--- src/rtl/lif_membrane_pkg.sv ---
// Shared definitions for the LIF membrane stage: default widths common with the
// upstream adder tree and the two-state FSM encoding.
package lif_membrane_pkg;

    // Default widths shared with the weighted-input adder tree.
    localparam int LIF_N_STAGE   = 5;
    localparam int LIF_U_W       = 8;
    localparam int LIF_SHIFT_W   = 3;
    localparam int LIF_REFRACT_W = 4;

    // FSM encoding, kept as plain constants for compatibility with older flows.
    typedef logic [0:0] lif_state_t;
    localparam lif_state_t LIF_ST_INTEGRATE  = 1'b0;
    localparam lif_state_t LIF_ST_REFRACTORY = 1'b1;

endpackage

--- src/rtl/lif_membrane_if.sv ---
// Bus between the adder tree / configuration side (master) and the membrane
// stage (slave): tree sum with its valid, live neuron parameters, and the
// registered spike / membrane / refractory outputs.
interface lif_membrane_if #(
    parameter int N_STAGE   = 5,
    parameter int U_W       = 8,
    parameter int SHIFT_W   = 3,
    parameter int REFRACT_W = 4
);
    logic [N_STAGE+1:0]   sum_in;
    logic                 sum_valid;
    logic [U_W-1:0]       threshold;
    logic [SHIFT_W-1:0]   leak_shift;
    logic [REFRACT_W-1:0] refract_cycles;
    logic                 spike;
    logic [U_W-1:0]       membrane;
    logic                 refractory;

    modport master (
        output sum_in, sum_valid, threshold, leak_shift, refract_cycles,
        input  spike, membrane, refractory
    );

    modport slave (
        input  sum_in, sum_valid, threshold, leak_shift, refract_cycles,
        output spike, membrane, refractory
    );
endinterface

--- src/rtl/lif_refractory_counter.sv ---
// Refractory down-counter. Load takes priority over decrement; done flags the
// terminal count of 1 so the owner can leave the refractory state on that edge.
module lif_refractory_counter #(
    parameter int W = 4
) (
    input  logic         clk,
    input  logic         reset,
    input  logic         i_load,
    input  logic [W-1:0] i_load_val,
    input  logic         i_dec,
    output logic         o_done
);
    logic [W-1:0] r_count;

    // Load on fire, otherwise count down toward zero while decrementing.
    always_ff @(posedge clk) begin
        if (reset) begin
            r_count <= '0;
        end else if (i_load) begin
            r_count <= i_load_val;
        end else if (i_dec && (r_count != '0)) begin
            r_count <= r_count - W'(1);
        end
    end

    assign o_done = (r_count == W'(1));

endmodule

--- src/rtl/lif_membrane.sv ---
// Leaky integrate-and-fire membrane stage.
// Optional build macro: LIF_SUBTRACT_RESET_EN keeps the residual (t - threshold)
// on fire instead of clearing the membrane.
//
//   state       | meaning
//   ------------+-----------------------------------------------------------
//   INTEGRATE   | leak + add + saturate + compare on every valid sample
//   REFRACTORY  | inputs ignored, membrane held, counter runs to terminal
module lif_membrane
    import lif_membrane_pkg::*;
#(
    parameter int N_STAGE   = LIF_N_STAGE,
    parameter int U_W       = LIF_U_W,
    parameter int SHIFT_W   = LIF_SHIFT_W,
    parameter int REFRACT_W = LIF_REFRACT_W
) (
    input  logic          clk,
    input  logic          reset,
    lif_membrane_if.slave bus
);
    localparam int SUM_W = N_STAGE + 2;

    logic [U_W-1:0] r_u;
    logic           r_spike;
    lif_state_t     r_state;

    logic [U_W-1:0] w_leak;
    logic [U_W:0]   w_t_wide;
    logic [U_W-1:0] w_t;
    logic [U_W-1:0] w_u_fire;
    logic           w_integrate;
    logic           w_fire;
    logic           w_load;
    logic           w_dec;
    logic           w_done;

    // Leak, add and saturate. The extra MSB catches overflow; u - leak never
    // underflows because leak is u shifted right.
    always_comb begin
        w_leak   = (bus.leak_shift != '0) ? (r_u >> bus.leak_shift) : '0;
        w_t_wide = {1'b0, r_u} - {1'b0, w_leak}
                 + {{(U_W + 1 - SUM_W){1'b0}}, bus.sum_in};
        w_t      = w_t_wide[U_W] ? {U_W{1'b1}} : w_t_wide[U_W-1:0];
    end

    // Fire decision and the membrane value left behind after a spike.
    always_comb begin
        w_integrate = (r_state == LIF_ST_INTEGRATE) && bus.sum_valid;
        w_fire      = w_integrate && (w_t >= bus.threshold);
        w_load      = w_fire && (bus.refract_cycles != '0);
        w_dec       = (r_state == LIF_ST_REFRACTORY);
`ifdef LIF_SUBTRACT_RESET_EN
        w_u_fire    = w_t - bus.threshold;
`else
        w_u_fire    = '0;
`endif
    end

    lif_refractory_counter #(
        .W (REFRACT_W)
    ) u_refract_cnt (
        .clk        (clk),
        .reset      (reset),
        .i_load     (w_load),
        .i_load_val (bus.refract_cycles),
        .i_dec      (w_dec),
        .o_done     (w_done)
    );

    // FSM: enter refractory only when a fire carries a non-zero period, leave
    // on the counter's terminal count.
    always_ff @(posedge clk) begin
        if (reset) begin
            r_state <= LIF_ST_INTEGRATE;
        end else begin
            case (r_state)
                LIF_ST_INTEGRATE:  if (w_load) r_state <= LIF_ST_REFRACTORY;
                LIF_ST_REFRACTORY: if (w_done) r_state <= LIF_ST_INTEGRATE;
                default:           r_state <= LIF_ST_INTEGRATE;
            endcase
        end
    end

    // Membrane and spike registers; membrane only moves on accepted samples.
    always_ff @(posedge clk) begin
        if (reset) begin
            r_u     <= '0;
            r_spike <= 1'b0;
        end else begin
            r_spike <= w_fire;
            if (w_fire) begin
                r_u <= w_u_fire;
            end else if (w_integrate) begin
                r_u <= w_t;
            end
        end
    end

    assign bus.spike      = r_spike;
    assign bus.membrane   = r_u;
    assign bus.refractory = (r_state == LIF_ST_REFRACTORY);

endmodule
--- src/flat_wrapper.sv ---
// flat-port wrapper written by rule: the top's interface ports become plain ports
module lif_membrane_flat import lif_membrane_pkg::*;
#(
    parameter int N_STAGE   = LIF_N_STAGE,
    parameter int U_W       = LIF_U_W,
    parameter int SHIFT_W   = LIF_SHIFT_W,
    parameter int REFRACT_W = LIF_REFRACT_W
)
  (clk, reset, bus_sum_in, bus_sum_valid, bus_threshold, bus_leak_shift, bus_refract_cycles, bus_spike, bus_membrane, bus_refractory);
  lif_membrane_if #(.N_STAGE(N_STAGE), .U_W(U_W), .SHIFT_W(SHIFT_W), .REFRACT_W(REFRACT_W)) bus_i ();
  input  logic clk;
  input  logic reset;
  input wire logic [$bits(bus_i.sum_in)-1:0] bus_sum_in;
  input wire logic [$bits(bus_i.sum_valid)-1:0] bus_sum_valid;
  input wire logic [$bits(bus_i.threshold)-1:0] bus_threshold;
  input wire logic [$bits(bus_i.leak_shift)-1:0] bus_leak_shift;
  input wire logic [$bits(bus_i.refract_cycles)-1:0] bus_refract_cycles;
  output wire logic [$bits(bus_i.spike)-1:0] bus_spike;
  output wire logic [$bits(bus_i.membrane)-1:0] bus_membrane;
  output wire logic [$bits(bus_i.refractory)-1:0] bus_refractory;
  assign bus_i.sum_in = bus_sum_in;
  assign bus_i.sum_valid = bus_sum_valid;
  assign bus_i.threshold = bus_threshold;
  assign bus_i.leak_shift = bus_leak_shift;
  assign bus_i.refract_cycles = bus_refract_cycles;
  assign bus_spike = bus_i.spike;
  assign bus_membrane = bus_i.membrane;
  assign bus_refractory = bus_i.refractory;
  lif_membrane #(.N_STAGE(N_STAGE), .U_W(U_W), .SHIFT_W(SHIFT_W), .REFRACT_W(REFRACT_W)) u_core (.clk(clk), .reset(reset), .bus(bus_i));
endmodule
--- config.mk ---
export PLATFORM = sky130hd
export DESIGN_NAME = lif_membrane_flat
export DESIGN_NICKNAME = d
export VERILOG_FILES = /design/src/rtl/lif_membrane_pkg.sv /design/src/rtl/lif_membrane_if.sv /design/src/rtl/lif_refractory_counter.sv /design/src/rtl/lif_membrane.sv /design/src/flat_wrapper.sv
export SDC_FILE = /design/constraint.sdc
export NUM_CORES = 1
export LEC_CHECK = 0
export ABC_CLOCK_PERIOD_IN_PS = 6300
export CORE_MARGIN = 5
export CORE_UTILIZATION = 30
export DETAILED_ROUTE_END_ITERATION = 12
export GPL_TIMING_DRIVEN = 0
export PLACE_DENSITY_LB_ADDON = 0.3
export SETUP_SLACK_MARGIN = 0.4
export SYNTH_ARGS = -nofsm -noshare
export SYNTH_HDL_FRONTEND = slang
export SYNTH_SLANG_ARGS = --single-unit
--- constraint.sdc ---
create_clock -name clk -period 6.3 [get_ports clk]
set_clock_uncertainty 0.2 [all_clocks]
set_input_delay 1.89 -clock clk [delete_from_list [all_inputs] [get_ports clk]]
set_output_delay 1.89 -clock clk [all_outputs]
set_load 0.005 [all_outputs]
* After elaboration in Yosys (flattened, before gate mapping)
Cells that the tools add are included.
** Storage, ports and cells
- Bits in registers :: 14
- Bits of input ports :: 25
- Output and inout bits :: 10
- Word-level logic and storage cells :: 27
** Cells by class
- Add/subtract/negate cells :: 3
- Order comparisons :: 1
- Eq/ne operators :: 1
- Shift operators :: 1
- Multiplexer cells :: 7
- Bitwise operators :: 1
- Reductions and logical operators :: 9
** Operator list (count)
- $mux 8 :: 2
- $add 9x7->9 :: 1
- $sub 8x8->9 :: 1
- $ge 8x8->1 :: 1
- $mux 4 :: 2
- $reduce_bool 4->1 :: 2
- $shr 8x3->8 :: 1
- $eq 4x1->1 const B :: 1
- $logic_and 1x1->1 :: 4
- $sub 4x1->4 const B :: 1
- $reduce_bool 3->1 :: 1
- $mux 1 :: 2
- $pmux 1 s2 :: 1
- $reduce_bool 2->1 :: 1
- $reduce_or 2->1 :: 1
- $not 1->1 :: 1

* Logic depth before layout (Yosys ltp)
Gate-level depths: netlist of run 1.
- Word-level depth :: 10
- Gate-level depth with buffers :: 22
- Depth with buffers taken out :: 20

* Modules after synthesis
A second synthesis of run 1 with hierarchy kept.
** Unflattened totals
- Cells, all modules :: 231
- Area total of the unflattened synthesis :: 1800.5 um2
** By module, submodules not included
- lif_membrane :: instances 1, cells each 198, area an instance 1514.0 um2, seq. area each 200.2 um2
- lif_refractory_counter :: instances 1, cells each 33, area an instance 286.5 um2, seq. area each 80.1 um2

* Worst setup path after synthesis of run 1
No wires, ideal clock.
- Path kind :: input-to-reg
- Start point :: input bus_leak_shift[0]
- End point :: register u_core.r_u[1] (netlist: u_core.bus.membrane[1])
- Library setup time :: 91 ps
- Arrival time :: 5722 ps
- Data required time :: 6009 ps
- Slack :: 287 ps
- Stages on the path :: 18
- Path buffers :: 2
- Cells stage by stage :: clkbuf_1 -> inv_1 -> nor3_1 -> a211oi_1 -> nor2_1 -> fa_1 -> fa_1 -> nand2b_1 -> a211oi_2 -> mux2i_1 -> nand2_1 -> buf_2 -> nand2_1 -> ha_1 -> a2111oi_4 -> o21bai_2 -> a21o_1 -> a311oi_1
** Between the ends
- Longest elaborated chain between the ends :: 8
- Elaborated cells between the ends (all ways) :: 9
- Those cells by class :: 2 x add/sub; 1 x order compare; 1 x shift; 2 x mux; 3 x reduce/logical
** Ends and longest elaborated chain
- start, declared :: line flat_wrapper.sv:16 : input wire logic [$bits(bus_i.leak_shift)-1:0] bus_leak_shift;
- $shr 8x3->8 or $reduce_bool 3->1 (tied branches) :: line lif_membrane.sv:40 : w_leak = (bus.leak_shift != '0) ? (r_u >> bus.leak_shift) : '0;
- $mux 8 * :: line lif_membrane.sv:40
- $sub 8x8->9 * :: line lif_membrane.sv:41 : w_t_wide = {1'b0, r_u} - {1'b0, w_leak}
- $add 9x7->9 * :: line lif_membrane.sv:42 : + {{(U_W + 1 - SUM_W){1'b0}}, bus.sum_in};
- $mux 8 * :: line lif_membrane.sv:43 : w_t = w_t_wide[U_W] ? {U_W{1'b1}} : w_t_wide[U_W-1:0];
- named net u_core.w_t[1] :: line lif_membrane.sv:29 : logic [U_W-1:0] w_t;
- $ge 8x8->1 :: line lif_membrane.sv:49 : w_fire = w_integrate && (w_t >= bus.threshold);
- $logic_and 1x1->1 :: line lif_membrane.sv:49
- $reduce_or 2->1 (no line)
- end signal, assigned :: line lif_membrane.sv:92 : r_u <= w_u_fire;
- end signal, assigned :: line lif_membrane.sv:94 : r_u <= w_t;
- end, declared :: line lif_membrane.sv:23 : logic [U_W-1:0] r_u;
Mark *: on every way through the listed nets, which the timed path passes. The rest lies on a longest branch.
A chain may end at the register's enable or synchronous reset.

* Worst setup path in the final report of run 1
- Start point :: input bus_leak_shift[0]
- End point :: register u_core.r_u[1] (netlist: u_core.bus.membrane[1])
** Between the ends
- Longest elaborated chain between the ends :: 8
- Elaborated cells between the ends (all ways) :: 9
- Those cells by class :: 2 x add/sub; 1 x order compare; 1 x shift; 2 x mux; 3 x reduce/logical
** Ends and longest elaborated chain (line)
- $shr 8x3->8 or $reduce_bool 3->1 (tied branches) :: lif_membrane.sv:40
- $mux 8 * :: lif_membrane.sv:40
- $sub 8x8->9 * :: lif_membrane.sv:41
- $add 9x7->9 * :: lif_membrane.sv:42
- $mux 8 * :: lif_membrane.sv:43
- $ge 8x8->1 :: lif_membrane.sv:49
- $logic_and 1x1->1 :: lif_membrane.sv:49
- $reduce_or 2->1 (no line)
Mark *: on every way between the ends. The rest lies on a longest branch, timed or not.

==> metrics.md, run 1 <==
| Metric | Value |
|---|---|
| # fillers | 571 |
| Synth top area cells | dfxtp_1 16%, ha_1 14%, inv_1 9.3%, fa_1 7.9%, a21oi_1 4.2% |
| Count of pins on the block boundary | 35 |
| Number of sinks on the clock net | 14 |
| WP data required | 6260 ps |
| Post-detail-place hpwl | 3600 um |
| Width of the chip | 87.0 um |
| Number of I/O port buffers | 32 |
| Largest fanout on the critical path | 5 |
| First-pass iteration count of the detailed router | 4 |
| CTS tree | done |
| DRC viols | 0 |
| Number of antenna cells inserted | 0 |
| DR vias | 1865 |
| Dpl cells | 344 |
| Deepest clock path buffer count | 2 |
| GPL Wtd Cong | 0.827 |
| Count of flip-flops with a built-in enable after synthesis | 0 |
| Type of element capturing the critical path | register |
| Max-slew violation total from the final report | 0 |
| Max-cap violations | 0 |
| Row cnt | 28 |
| Critical Path Max Stage Delay | 510 ps |
| Final cell count without fillers | 373 |
| Post-place setup slack | -743 ps |
| Period minus WS final | 5970 ps |
| CP bufs+invs | 15 |
| Startpoint class of the critical path | primary input |
| Average wire per cell in the routed design | 13.7 um |
| Area leader, netlist | dfxtp_1 |
| Count of nets after finishing | 351 |
| Setup repair after global routing missed its margin | true |
| YS warnings | 0 |
| Register bit count reported by yosys | 14 |
| Synthesized area divided by synthesized cell count | 7.50 um^2 |
| Area share of the largest cell type after synthesis | 15.8% |
| Full die area | 7570 um^2 |
| Prevailing post-synth register cell | dfxtp_1 |
| Root Buffer Master | clkbuf_8 |
| Worst-case hold slack | 346 ps |
| Layout cell share with drive strength beyond 1 | 25.8% |
| WP data arrival | 5930 ps |
| Core footprint | 5850 um^2 |
| Area added between synthesis and finish | 53.4% |
| Setup violators final | 0 |
| Post-layout util | 46.6% |
| CP delay by family, top | buffers and inverters |
| Initial Util | 30.4% |
| Remaining number of nets flagged by the antenna check after routing | 0 |
| Maximum number of pins on one net before global-route repair | 11 |
| Netlist cell types | 47 |
| Post-synthesis net count | 289 |
| Number of hold violations in the final report | 0 |
| Most frequent cell after synthesis | inv_1 |
| Hold buffers post-CTS | 0 |
| Cell Area, Synth | 1780 um^2 |
| Period utilisation layout | 94.8% |
| Number of antenna violations at the first check in global routing | 0 |
| Final WS setup | 327 ps |
| Clock transition at the registers of the reported paths | 50 ps |
| Via count of the first global-routing pass | 1796 |
| Number of DRC violations after detailed-routing iteration 0 | 72 |
| Result of the run | completed |
| Rel. slew slack | 44.7% |
| Worst min path class | reg -> reg |
| Leading post-synthesis cells by instance count | 44 x inv_1, 20 x ha_1, 18 x nand2_1 |
| Number of H-tree branching levels | 1 |
| Cell with the biggest individual delay on the critical path | fa_1 |
| Global-route usage over all layers | 13.0% |
| Number of cells produced by synthesis | 237 |
| Tightest Pin Transition | 819 ps |
| Clock insertion delay at the later pin of the skew report | 250 ps |
| Mean number of vias per cell | 5.00 |
| Fraction of registers with async set or reset after synthesis | 0% |
| Chip Height | 87.0 um |
| Dominant cell type by count on the critical path | buf_4 |
| Critical path class | in -> reg |
| CTS Buf Count | 3 |
| Congestion Overflow GR | 0 |
| First-pass GRT wire length | 8070 um |
| WL final | 5120 um |
| Part of the Yosys area used for sequential elements | 15.8% |
| Highest clock rate | 167 MHz |
## worst paths after layout
kind                           from                endpoint  slack, ps  cells after the start
min reg2reg  u_core.bus.membrane[0]  u_core.bus.membrane[0]        350                      2
max               bus_leak_shift[0]  u_core.bus.membrane[1]        330                     25
max reg2reg  u_core.bus.membrane[6]  u_core.bus.membrane[1]       1640                     24
min          u_core.bus.membrane[0]  u_core.bus.membrane[0]        350                      2
## kinds of logic (layout without fill, tap and decap cells)
logic type / count (synthesis) / count (layout) / share of synthesized area (%)
flops: 14 / 14 / 15.8
compound gates: 69 / 69 / 28.1
simple gates: 64 / 64 / 17.6
other cells: 1 / 1 / 0.211
xor+xnor: 6 / 6 / 2.96
fa+ha+maj: 27 / 27 / 22.0
buf+inv: 52 / 113 / 11.1
mux: 4 / 4 / 2.25
## metrics by stage
stage               area (um^2)  TNS (ps)
global placement           2190     -8170
floorplan                  1780         0
finish                     2730         0
detailed placement         2190     -9250
global route               2730         0
CTS                        2490         0
## flip-flops by register name, indices dropped and copies added, names as in the netlist
register and cells:
u_core.bus.spike 1, u_core.bus.refractory 1, u_core.u_refract_cnt.r_count 4, u_core.bus.membrane 8
## routing by layer
metal	wire, um	GRT usage (%)
met1	2220	16.8
met2	2580	22.8
met3	238	2.08
met4	73	1.98
met5	0	0
## final cells by class
class                           count  area (um^2)  area share, %
Tap cell                           75         93.8           3.44
Sequential cell                    14          280           10.3
Multi-Input combinational cell    171         1530           56.0
Inverter                           44          170           6.24
Timing Repair Buffer               57          538           19.7
Clock buffer                        4         55.1           2.02
Buffer                              8         62.6           2.29
## cell usage in the layout, fill, tap and decap left out, types with 3 or more instances in the layout
| cell | n |
|---|---|
| inv_1 | 40 |
| clkdlybuf4s50_1 | 31 |
| buf_4 | 19 |
| nor2_1 | 16 |
| nand2_1 | 16 |
| ha_1 | 15 |
| dfxtp_1 | 14 |
| a21oi_1 | 11 |
| buf_6 | 7 |
| o21ai_1 | 7 |
| nor3_1 | 6 |
| clkbuf_8 | 6 |
| fa_1 | 6 |
| a21oi_2 | 4 |
| nor2b_1 | 4 |
| a211oi_2 | 4 |
| or3_1 | 4 |
| a211o_1 | 4 |
| a31oi_1 | 4 |
| ha_4 | 4 |
| nand3_1 | 3 |
| and3_1 | 3 |
| nand2b_4 | 3 |
| o21a_1 | 3 |
| o21ai_0 | 3 |
| xnor2_1 | 3 |
| xor2_1 | 3 |
| o21ai_2 | 3 |
| inv_2 | 3 |
| a211oi_1 | 3 |
| clkbuf_1 | 3 |
## worst register-to-register path, cell delays in order (launching register included)
cell and delay, ps:
dfxtp_1 510, inv_1 130, o211ai_1 240, o21ai_2 100, a211oi_1 270, fa_1 470
inv_1 60, ha_1 240, nand3_2 130, a211oi_4 220, mux2i_2 280, buf_4 150
nand2_4 60, buf_4 150, buf_4 120, buf_4 120, buf_4 120, buf_4 120
buf_4 120, buf_4 120, buf_4 120, buf_6 100, buf_6 110, buf_6 110
a311oi_1 220
## repair_timing
action                                  4_1_cts  5_1_grt
buffers inserted                             16        7
endpoints found under the setup margin       14       14
gates resized for setup                      36       43
pin swaps                                    16       23
cloned                                        2        0
Power of run 1 is left out: the tool's default activity adds up to more than one toggle a clock period on the data nets, which glitch-free logic cannot reach.
==> run 2: changes to the inputs <==
--- a/config.mk
+++ b/config.mk
@@ -6,6 +6,7 @@
 export NUM_CORES = 1
 export LEC_CHECK = 0
 export ABC_CLOCK_PERIOD_IN_PS = 6300
+export CORE_ASPECT_RATIO = 0.9
 export CORE_MARGIN = 5
 export CORE_UTILIZATION = 30
 export DETAILED_ROUTE_END_ITERATION = 12
==> run 2 against run 1 <==
  * First-iteration DRC count increased by 96%
  * Global-route usage down 0.58 points
  * Register-to-register slack better by 50 ps
  * Worst hold slack lost 15 ps
  * Wire length fell by 0.43%
  * Fmax increased by 1.4%
  * Die area about the same
  * Largest cell class unchanged
==> metrics.md, run 2 (synthesis gave the netlist of run 1 again) <==
| Metric | Value |
|---|---|
| Result of the run | completed |
| DR vias | 1841 |
| First-pass iteration count of the detailed router | 4 |
| DRC viols | 0 |
| Number of antenna violations at the first check in global routing | 0 |
| Chip Height | 83.0 um |
| Most common library cell in the layout ignoring fill and taps | inv_1 |
| Max-slew violation total from the final report | 0 |
| Flip-flop count of the largest register after layout | 8 |
| Clock insertion delay at the later pin of the skew report | 250 ps |
| Period minus WS final | 5890 ps |
| Count of nets after finishing | 354 |
| Startpoint class of the critical path | primary input |
| Tightest Pin Transition | 973 ps |
| Clock transition at the registers of the reported paths | 60 ps |
| Width of the chip | 91.2 um |
| Post-layout util | 48.0% |
| Rel. slew slack | 34.3% |
| Post-detail-place hpwl | 3590 um |
| First-pass GRT wire length | 7970 um |
| Maximum number of pins on one net before global-route repair | 11 |
| Count of pins on the block boundary | 35 |
| WL final | 5090 um |
| Number of antenna cells inserted | 0 |
| Period utilisation layout | 93.5% |
| Max-cap violations | 0 |
| Layout cell share with drive strength beyond 1 | 28.9% |
| Launch point of the worst reg-to-reg path | u_core.bus.membrane[6] |
| Row cnt | 26 |
| Most used cells in the layout excluding fill and tap cells | 41 x inv_1, 31 x clkdlybuf4s50_1, 17 x buf_4 |
| Setup repair after global routing missed its margin | true |
| Worst min path class | reg -> reg |
| Number of sinks on the clock net | 14 |
| Global-route usage over all layers | 12.4% |
| Number of hold violations in the final report | 0 |
| CTS Buf Count | 3 |
| Startpoint of the most critical setup path | bus_leak_shift[0] |
| Deepest clock path buffer count | 2 |
| Critical path class | in -> reg |
| WP data arrival | 5880 ps |
| CTS tree | done |
| GPL Wtd Cong | 0.862 |
| Area added between synthesis and finish | 54.5% |
| Sequential Area | 280 um^2 |
| # fillers | 544 |
| Core footprint | 5730 um^2 |
| Hold buffers post-CTS | 0 |
| Remaining number of nets flagged by the antenna check after routing | 0 |
| Initial Util | 31.1% |
| Via count of the first global-routing pass | 1719 |
| Congestion Overflow GR | 0 |
| Full die area | 7570 um^2 |
| Average wire per cell in the routed design | 13.7 um |
| Number of DRC violations after detailed-routing iteration 0 | 141 |
| Mean number of vias per cell | 4.96 |
| Worst min-delay path startpoint | u_core.bus.membrane[0] |
| Type of element capturing the critical path | register |
| Highest clock rate | 170 MHz |
| Number of H-tree branching levels | 1 |
| Total area of multi-input combinational cells | 1530 um^2 |
| Worst-case hold slack | 331 ps |
| Largest fanout on the critical path | 6 |
| Setup violators final | 0 |
| WP data required | 6290 ps |
| Number of I/O port buffers | 32 |
| Root Buffer Master | clkbuf_8 |
## run 2: cell types whose count changed in the layout (fill, tap and decap cells not counted), sizes merged
cell / change
buf: +4
clkbuf: -1
## run 2: repair_timing
item                                    CTS  global route
endpoints found under the setup margin   14            14
buffers inserted                         21             6
gates resized for setup                  40            39
gates cloned                              1             0
pin swaps                                17            23
## run 2: final timing paths
kind	endpoint	cells after the start	slack, ps
setup / recovery	u_core.bus.membrane[5]	18	410
hold / removal	u_core.bus.membrane[0]	2	330
setup reg to reg	u_core.bus.membrane[5]	18	1690
hold reg to reg	u_core.bus.membrane[0]	2	330
## run 2: final cells by class
| class | instances | share of cell area (%) |
|---|---|---|
| Buffer | 8 | 1.91 |
| Clock buffer | 4 | 2.00 |
| Inverter | 44 | 6.20 |
| Multi-Input combinational cell | 171 | 55.6 |
| Sequential cell | 14 | 10.2 |
| Tap cell | 70 | 3.19 |
| Timing Repair Buffer | 60 | 20.9 |
## run 2: layer usage
layer  global-route usage, %  part of all wire, %  routed length [um]
met1                    16.6                   47                2370
met2                    21.0                   49                2470
met5                       0                    0                   0
met4                    2.27                 0.37                  19
met3                    1.99                  4.6                 233
## run 2: metrics by stage
stage                     TNS [ps]  instance area, um^2  cells  setup slack [ps]
after floorplan                  0                 1780    237               416
after global placement       -6990                 2190    339              -580
after detailed placement     -7840                 2190    339              -651
after CTS                        0                 2550    365               389
after global routing             0                 2750    371               190
final                            0                 2750    371               410
## run 2: critical path: stages
cell and delay [ps]:
buf_8 80, mux2i_2 220, nor2_1 70, a311oi_1 220
nor2_1 90, fa_1 500, fa_2 420, nand2b_4 170
a211oi_4 250, mux2i_2 290, a21oi_2 100, ha_1 310
nand2b_4 150, a2111oi_4 430, o21bai_4 140, buf_6 140
a211o_1 280, a31oi_1 130
Power of run 2 is left out for the same reason.
